===== src/rtl/minx_bus_pkg.sv =====
// minx_bus_pkg
//   Shared definitions for peripherals on the 0x2000-0x20FF register bus:
//   bus command encodings, the register window bounds and the GPIO
//   register offsets (relative to a block's base address).
//   No ports (package).
package minx_bus_pkg;

  typedef enum logic [1:0] {
    BUS_COMMAND_IDLE  = 2'b00,
    BUS_COMMAND_READ  = 2'b01,
    BUS_COMMAND_WRITE = 2'b10
  } bus_command_e;

  localparam logic [23:0] REG_WINDOW_LO = 24'h2000;
  localparam logic [23:0] REG_WINDOW_HI = 24'h2100;

  typedef enum logic [2:0] {
    GPIO_REG_DIR      = 3'd0,
    GPIO_REG_DATA     = 3'd1,
    GPIO_REG_IRQ_EN   = 3'd2,
    GPIO_REG_IRQ_EDGE = 3'd3,
    GPIO_REG_PEND     = 3'd4
  } gpio_reg_e;

  localparam int GPIO_NUM_REGS = 5;

  // Write wins if a master ever raises both strobes together.
  function automatic bus_command_e bus_command(input logic write, input logic read);
    if (write)     return BUS_COMMAND_WRITE;
    else if (read) return BUS_COMMAND_READ;
    else           return BUS_COMMAND_IDLE;
  endfunction

  function automatic logic in_reg_window(input logic [23:0] addr);
    return (addr >= REG_WINDOW_LO) && (addr < REG_WINDOW_HI);
  endfunction

endpackage


===== src/rtl/gpio_pin_in.sv =====
// gpio_pin_in
//   Input path for one GPIO pad: SYNC_STAGES-deep synchroniser, optional
//   debouncer (macro GPIO_DEBOUNCE_EN), and a history flop that yields
//   single-tick rise/fall pulses. All state advances only on clk_ce.
// Ports:
//   clk, reset (async, active low), clk_ce
//   pin    : asynchronous pad input
//   level  : synchronised (and, if enabled, debounced) pin value
//   rise   : level is 1 and was 0 on the previous ce tick
//   fall   : level is 0 and was 1 on the previous ce tick
module gpio_pin_in
  import minx_bus_pkg::*;
#(
  parameter int SYNC_STAGES = 2
`ifdef GPIO_DEBOUNCE_EN
  ,
  parameter int DEBOUNCE_CYCLES = 16
`endif
) (
  input  logic clk,
  input  logic reset,
  input  logic clk_ce,
  input  logic pin,
  output logic level,
  output logic rise,
  output logic fall
);

  logic [SYNC_STAGES-1:0] sync_q;
  logic                   sync_out;
  logic                   hist_q;

  always_ff @(posedge clk or negedge reset) begin
    if (!reset) begin
      sync_q <= '0;
    end else if (clk_ce) begin
      sync_q <= {sync_q[SYNC_STAGES-2:0], pin};
    end
  end

  assign sync_out = sync_q[SYNC_STAGES-1];

`ifdef GPIO_DEBOUNCE_EN
  // Down-counter reloads whenever the synchronised input agrees with the
  // debounced value; reaching zero on the DEBOUNCE_CYCLES-th consecutive
  // mismatching tick commits the new level.
  localparam int CNT_W = $clog2(DEBOUNCE_CYCLES + 1);
  localparam logic [CNT_W-1:0] CNT_LOAD = CNT_W'(DEBOUNCE_CYCLES - 1);

  logic             deb_q;
  logic [CNT_W-1:0] cnt_q;

  always_ff @(posedge clk or negedge reset) begin
    if (!reset) begin
      deb_q <= 1'b0;
      cnt_q <= CNT_LOAD;
    end else if (clk_ce) begin
      if (sync_out == deb_q) begin
        cnt_q <= CNT_LOAD;
      end else if (cnt_q == '0) begin
        deb_q <= sync_out;
        cnt_q <= CNT_LOAD;
      end else begin
        cnt_q <= cnt_q - 1'b1;
      end
    end
  end

  assign level = deb_q;
`else
  assign level = sync_out;
`endif

  // History tracks the level on every tick, including while the pin is an
  // output, so turning a pin back into an input never sees stale history.
  always_ff @(posedge clk or negedge reset) begin
    if (!reset) begin
      hist_q <= 1'b0;
    end else if (clk_ce) begin
      hist_q <= level;
    end
  end

  assign rise = level & ~hist_q;
  assign fall = ~level & hist_q;

endmodule


===== src/rtl/gpio_port.sv =====
// gpio_port
//   NUM_PINS-channel GPIO on the register bus at BASE_ADDR..BASE_ADDR+4:
//     +0 DIR (1=output)  +1 DATA  +2 IRQ_EN  +3 IRQ_EDGE (0 rise, 1 fall)
//     +4 IRQ_PEND (write 1 to clear)
//   Optional macro GPIO_DEBOUNCE_EN inserts a per-pin debouncer after the
//   synchroniser; without it DEBOUNCE_CYCLES has no effect on the pin path.
// Ports:
//   clk, reset (async, active low), clk_ce (all state advances only when high)
//   bus_write, bus_read, bus_address_in[23:0], bus_data_in[7:0]
//   bus_data_out[7:0] : combinational read data, 0 when not decoded
//   pins_in           : asynchronous pad inputs
//   pins_out, pins_oe : output latch and output enable (= DIR)
//   irq               : registered level interrupt, |(IRQ_PEND & IRQ_EN)
module gpio_port
  import minx_bus_pkg::*;
#(
  parameter int          NUM_PINS        = 8,
  parameter logic [23:0] BASE_ADDR       = 24'h2060,
  parameter int          SYNC_STAGES     = 2,
  parameter int          DEBOUNCE_CYCLES = 16
) (
  input  logic                clk,
  input  logic                reset,
  input  logic                clk_ce,
  input  logic                bus_write,
  input  logic                bus_read,
  input  logic [23:0]         bus_address_in,
  input  logic [7:0]          bus_data_in,
  output logic [7:0]          bus_data_out,
  input  logic [NUM_PINS-1:0] pins_in,
  output logic [NUM_PINS-1:0] pins_out,
  output logic [NUM_PINS-1:0] pins_oe,
  output logic                irq
);

`ifdef GPIO_DEBOUNCE_EN
  localparam bit DEBOUNCE_ON = 1'b1;
`else
  localparam bit DEBOUNCE_ON = 1'b0;
`endif

  // Edge detection stays off until the input path has settled after reset,
  // including the debouncer when present, so a pin held high across reset
  // does not look like a rising edge.
  localparam int WARM_TICKS = SYNC_STAGES + 1 + (DEBOUNCE_ON ? DEBOUNCE_CYCLES : 0);
  localparam int WARM_W     = $clog2(WARM_TICKS + 1);
  localparam logic [WARM_W-1:0] WARM_DONE_CNT = WARM_W'(WARM_TICKS);

  logic [NUM_PINS-1:0] dir_q, data_q, en_q, edge_q, pend_q;
  logic                irq_q;
  logic [WARM_W-1:0]   warm_cnt_q;
  logic                warm_done;

  logic [NUM_PINS-1:0] level, rise, fall;
  logic [NUM_PINS-1:0] edge_hit, pend_set, pend_clr, pend_d;
  logic [NUM_PINS-1:0] wdata, rd_val;

  logic [23:0]  addr_off;
  logic         hit;
  gpio_reg_e    reg_sel;
  bus_command_e bus_cmd;
  logic         wr_en;

  // Address decode
  assign addr_off = bus_address_in - BASE_ADDR;
  assign hit      = in_reg_window(bus_address_in)
                    && (bus_address_in >= BASE_ADDR)
                    && (addr_off < 24'(GPIO_NUM_REGS));
  assign reg_sel  = gpio_reg_e'(addr_off[2:0]);
  assign bus_cmd  = bus_command(bus_write, bus_read);
  assign wr_en    = clk_ce && hit && (bus_cmd == BUS_COMMAND_WRITE);
  assign wdata    = bus_data_in[NUM_PINS-1:0];

  // Per-pin input path
  for (genvar g = 0; g < NUM_PINS; g++) begin : g_pin
    gpio_pin_in #(
      .SYNC_STAGES    (SYNC_STAGES)
`ifdef GPIO_DEBOUNCE_EN
      ,
      .DEBOUNCE_CYCLES(DEBOUNCE_CYCLES)
`endif
    ) u_pin_in (
      .clk   (clk),
      .reset (reset),
      .clk_ce(clk_ce),
      .pin   (pins_in[g]),
      .level (level[g]),
      .rise  (rise[g]),
      .fall  (fall[g])
    );
  end

  assign warm_done = (warm_cnt_q == WARM_DONE_CNT);

  // Output pins never raise pending flags. A same-tick set beats the W1C.
  assign edge_hit = (edge_q & fall) | (~edge_q & rise);
  assign pend_set = warm_done ? (edge_hit & ~dir_q) : '0;
  assign pend_clr = (wr_en && reg_sel == GPIO_REG_PEND) ? wdata : '0;
  assign pend_d   = (pend_q & ~pend_clr) | pend_set;

  always_ff @(posedge clk or negedge reset) begin
    if (!reset) begin
      dir_q      <= '0;
      data_q     <= '0;
      en_q       <= '0;
      edge_q     <= '0;
      pend_q     <= '0;
      irq_q      <= 1'b0;
      warm_cnt_q <= '0;
    end else if (clk_ce) begin
      if (wr_en && reg_sel == GPIO_REG_DIR)      dir_q  <= wdata;
      if (wr_en && reg_sel == GPIO_REG_DATA)     data_q <= wdata;
      if (wr_en && reg_sel == GPIO_REG_IRQ_EN)   en_q   <= wdata;
      if (wr_en && reg_sel == GPIO_REG_IRQ_EDGE) edge_q <= wdata;
      pend_q <= pend_d;
      irq_q  <= |(pend_q & en_q);
      if (!warm_done) warm_cnt_q <= warm_cnt_q + 1'b1;
    end
  end

  // Read mux; DATA shows the latch for outputs and the pad level for inputs.
  always_comb begin
    rd_val = '0;
    case (reg_sel)
      GPIO_REG_DIR:      rd_val = dir_q;
      GPIO_REG_DATA:     rd_val = (dir_q & data_q) | (~dir_q & level);
      GPIO_REG_IRQ_EN:   rd_val = en_q;
      GPIO_REG_IRQ_EDGE: rd_val = edge_q;
      GPIO_REG_PEND:     rd_val = pend_q;
      default:           rd_val = '0;
    endcase
    bus_data_out = '0;
    if (hit) bus_data_out[NUM_PINS-1:0] = rd_val;
  end

  assign pins_out = data_q;
  assign pins_oe  = dir_q;
  assign irq      = irq_q;

endmodule


===== config.mk =====
export PLATFORM = sky130hd
export DESIGN_NAME = gpio_port
export DESIGN_NICKNAME = d
export VERILOG_FILES = /design/src/rtl/minx_bus_pkg.sv /design/src/rtl/gpio_pin_in.sv /design/src/rtl/gpio_port.sv
export SDC_FILE = /design/constraint.sdc
export NUM_CORES = 1
export LEC_CHECK = 0
export ABC_AREA = 1
export BUFFER_PORTS_ARGS = -buffer_cell sky130_fd_sc_hd__buf_2
export CAP_MARGIN = 20
export CORE_ASPECT_RATIO = 0.75
export CORE_MARGIN = 4
export CORE_UTILIZATION = 40
export DETAILED_ROUTE_END_ITERATION = 16
export SKIP_CTS_REPAIR_TIMING = 1
export SYNTH_ARGS = -nofsm -noshare
export SYNTH_HDL_FRONTEND = slang
export SYNTH_SLANG_ARGS = --single-unit

===== constraint.sdc =====
create_clock -name clk -period 2.4 [get_ports clk]
set_input_delay 0.6 -clock clk [delete_from_list [all_inputs] [get_ports clk]]
set_output_delay 0.6 -clock clk [all_outputs]
set_load 0.02 [all_outputs]

==> metrics.txt <==
number of enable flip-flop cells after synthesis 0; Netlist cell types 36; Total GRT Usage 0.187; layout cell share with drive strength beyond 1 0.287; IO buf count 68; Rows 29; worst vdd ir 0.000410 V; Post-Synthesis Cells 460; endpoints failing setup 8; vias in the first global route 3369; kind of critical path in -> out; Sw Share 0.257; Synth warnings 0; drt total wl 9530 um; Final Cell Area 4820 sq um; footprint of the multi-input gates 1680 sq um; final setup margin -0.213 ns; combinational share of power 0.136; largest net degree at the start of global routing 68; Area after DPL 4370 sq um; gpl congestion 0.871; Setup crit end kind output pin; failing checks negative setup slack; storage element area 1680 sq um; global-route wire length before repair 16200 um; Cell Chain, Critical Path buf_8 > ha_4 > nor2_4 > nand2_1 > nor2_1 > nand2_1 > nor2_4 > nand3_4 > nor2_8 > a21boi_4 > buf_6; Num CTS Buffers 9; Max-Cap Viols 0; RSZ-0062 raised after global routing true; Top FF cell, synth dfrtp_1; Die W 118 um; final core utilization 0.556; H-tree Lvls 3; skew final 0.00612 ns; Peak Freq 383 MHz; clock share of power 0.455; Slew Viols, Final 0; Area growth syn-to-layout 32.2%; hold crit path type in -> async; initial antenna violation count 0; fin crit share 1.09; vias 3278; synthesized flop and latch total 67; Crit-path slowest cell ha_4; Layout fillers 833; # clock sinks 67; worst rel slew slack 0.645; max incr delay on CP 0.23 ns; Placeable Area 8670 sq um; synthesized area per cell 7.93 sq um; worst-margin pin slew 0.532 ns; Switch Pwr 828 uW; r2r setup slk 1.20 ns; Worst EP arrival 2.01 ns; DR vias/cell 4.85; power per cell area 669 nW/um^2; WL/cell 14.1 um; Detailed Route Iter0 Violations 209; Pre-Repair DR Iteration Count 4; crit path time final 2.61 ns; I/O Pins 70; Ant. Diodes 0; Clock Path Buffers 2; Setup crit start kind primary input; Seq pwr share 0.410; register area share after synthesis 0.460; final hold vios 0; CP required 1.80 ns; starting density of the core 0.421; Die ar. 10700 sq um; Remaining DRCs 0; status finished with violations; clock slew at reported path FFs 0.06 ns; grt total ovfl 0; Pint 2.40 mW; synthesized area 3650 sq um; ys async rst share 1.00; hpwl dp 7020 um; Skew-Pair Late Insertion Delay 0.33 ns; crit-path max FO 8; Nets 610; Routed Antenna Nets 0; Leak 2.39 nW; die height 90.7 um; Mapped Nets 507; root buf cell clkbuf_16; CTS tree done
power by group through the flow:
stage	Clock, mW	Sequential [mW]	Combinational, mW
floorplan	0	1.32	0.261
global route	1.54	1.34	0.508
CTS	1.48	1.32	0.433
detailed placement	0	1.34	0.431
global placement	0	1.33	0.417
finish	1.47	1.32	0.438
state kept, by name (all words and copies together) (netlist names):
name	flops
pend_q	8
irq	1
edge_q	8
pins_out	8
g_pin.u_pin_in.hist_q	8
en_q	8
g_pin.u_pin_in.sync_q	16
warm_cnt_q	2
pins_oe	8
per-stage QoR:
step | TNS, ns | setup slack, ns | power, mW | std cells | hold WS (ns)
after floorplan | -0.853 | -0.143 | 1.59 | 460 | 0.304
after global placement | -2.96 | -0.318 | 1.75 | 659 | 0.456
after CTS | -2.53 | -0.363 | 3.23 | 675 | 0.296
after detailed placement | -4.89 | -0.354 | 1.77 | 659 | 0.459
final | -1.37 | -0.213 | 3.23 | 676 | 0.280
after global routing | -2.23 | -0.336 | 3.39 | 676 | 0.316
path summary, 6_finish.rpt:
path | depth (start not counted) | start | to
min in group clk | 2 | pend_q[7] | pend_q[7]
max reg2reg | 5 | warm_cnt_q[0] | pend_q[2]
max in group asynchronous | 2 | reset | g_pin[7].u_pin_in.sync_q[1]
max | 11 | bus_address_in[6] | bus_data_out[1]
min reg2reg | 2 | pend_q[7] | pend_q[7]
min | 2 | reset | warm_cnt_q[0]
synthesized netlist by cell type (3+ instances only):
| library cell | count | area [sq um] |
|---|---|---|
| nand4_1 | 16 | 100 |
| inv_1 | 72 | 270 |
| o211ai_1 | 3 | 22.5 |
| nor2_2 | 4 | 25.0 |
| buf_6 | 4 | 45.0 |
| nor2_1 | 25 | 93.8 |
| nand3_1 | 6 | 30.0 |
| nor3_1 | 5 | 25.0 |
| o21ai_2 | 8 | 70.1 |
| o22ai_1 | 5 | 31.3 |
| nand2_1 | 129 | 484 |
| o21ai_0 | 42 | 210 |
| clkbuf_1 | 7 | 26.3 |
| dfrtp_1 | 67 | 1680 |
| o21a_1 | 3 | 22.5 |
| mux2_2 | 9 | 101 |
| a21oi_1 | 4 | 20.0 |
| nand3_4 | 5 | 87.6 |
| o21ai_1 | 24 | 120 |
routing by layer:
| metal | wire length (um) | part of all wire | vias up | track usage |
|---|---|---|---|---|
| met4 | 61 | 0.0064 | 0 | 0.0488 |
| met2 | 4050 | 0.43 | 82 | 0.275 |
| met5 | 0 | 0 | - | 0 |
| met1 | 4870 | 0.51 | 1494 | 0.271 |
| met3 | 545 | 0.057 | 6 | 0.0526 |
| li1 | - | - | 1696 | - |
logic make-up (layout without fill, tap and decap cells):
| group | after synthesis | in the layout | share of synthesized area |
|---|---|---|---|
| simple gates | 198 | 198 | 0.252 |
| compound gates | 95 | 95 | 0.150 |
| buf+inv | 87 | 195 | 0.0991 |
| flops | 67 | 67 | 0.460 |
| mux | 9 | 9 | 0.0278 |
| fa+ha+maj | 2 | 2 | 0.00686 |
| xor+xnor | 2 | 2 | 0.00480 |
cell usage in the layout, fill, tap and decap left out, types with 6 or more instances in the layout:
cell       count
nand2_1      128
inv_1         72
dfrtp_1       67
buf_2         58
o21ai_0       42
buf_4         36
nor2_1        24
o21ai_1       24
nand4_1       16
mux2_2         9
clkbuf_16      9
o21ai_2        8
buf_6          7
nand3_1        6
area by class of cell:
cell class	instances	area share
Tap cell	108	0.0280
Clock buffer	11	0.0524
Sequential cell	67	0.348
Inverter	74	0.0576
Timing Repair Buffer	105	0.148
Multi-Input combinational cell	306	0.349
Clock inverter	5	0.0174
critical path: cells and delay by family:
kind / cells / cell delay, ns
simple gates: 7 / 0.74
buf+inv: 2 / 0.23
fa+ha+maj: 1 / 0.23
compound gates: 1 / 0.21
No activity file was read; power rests on OpenSTA's default activity.
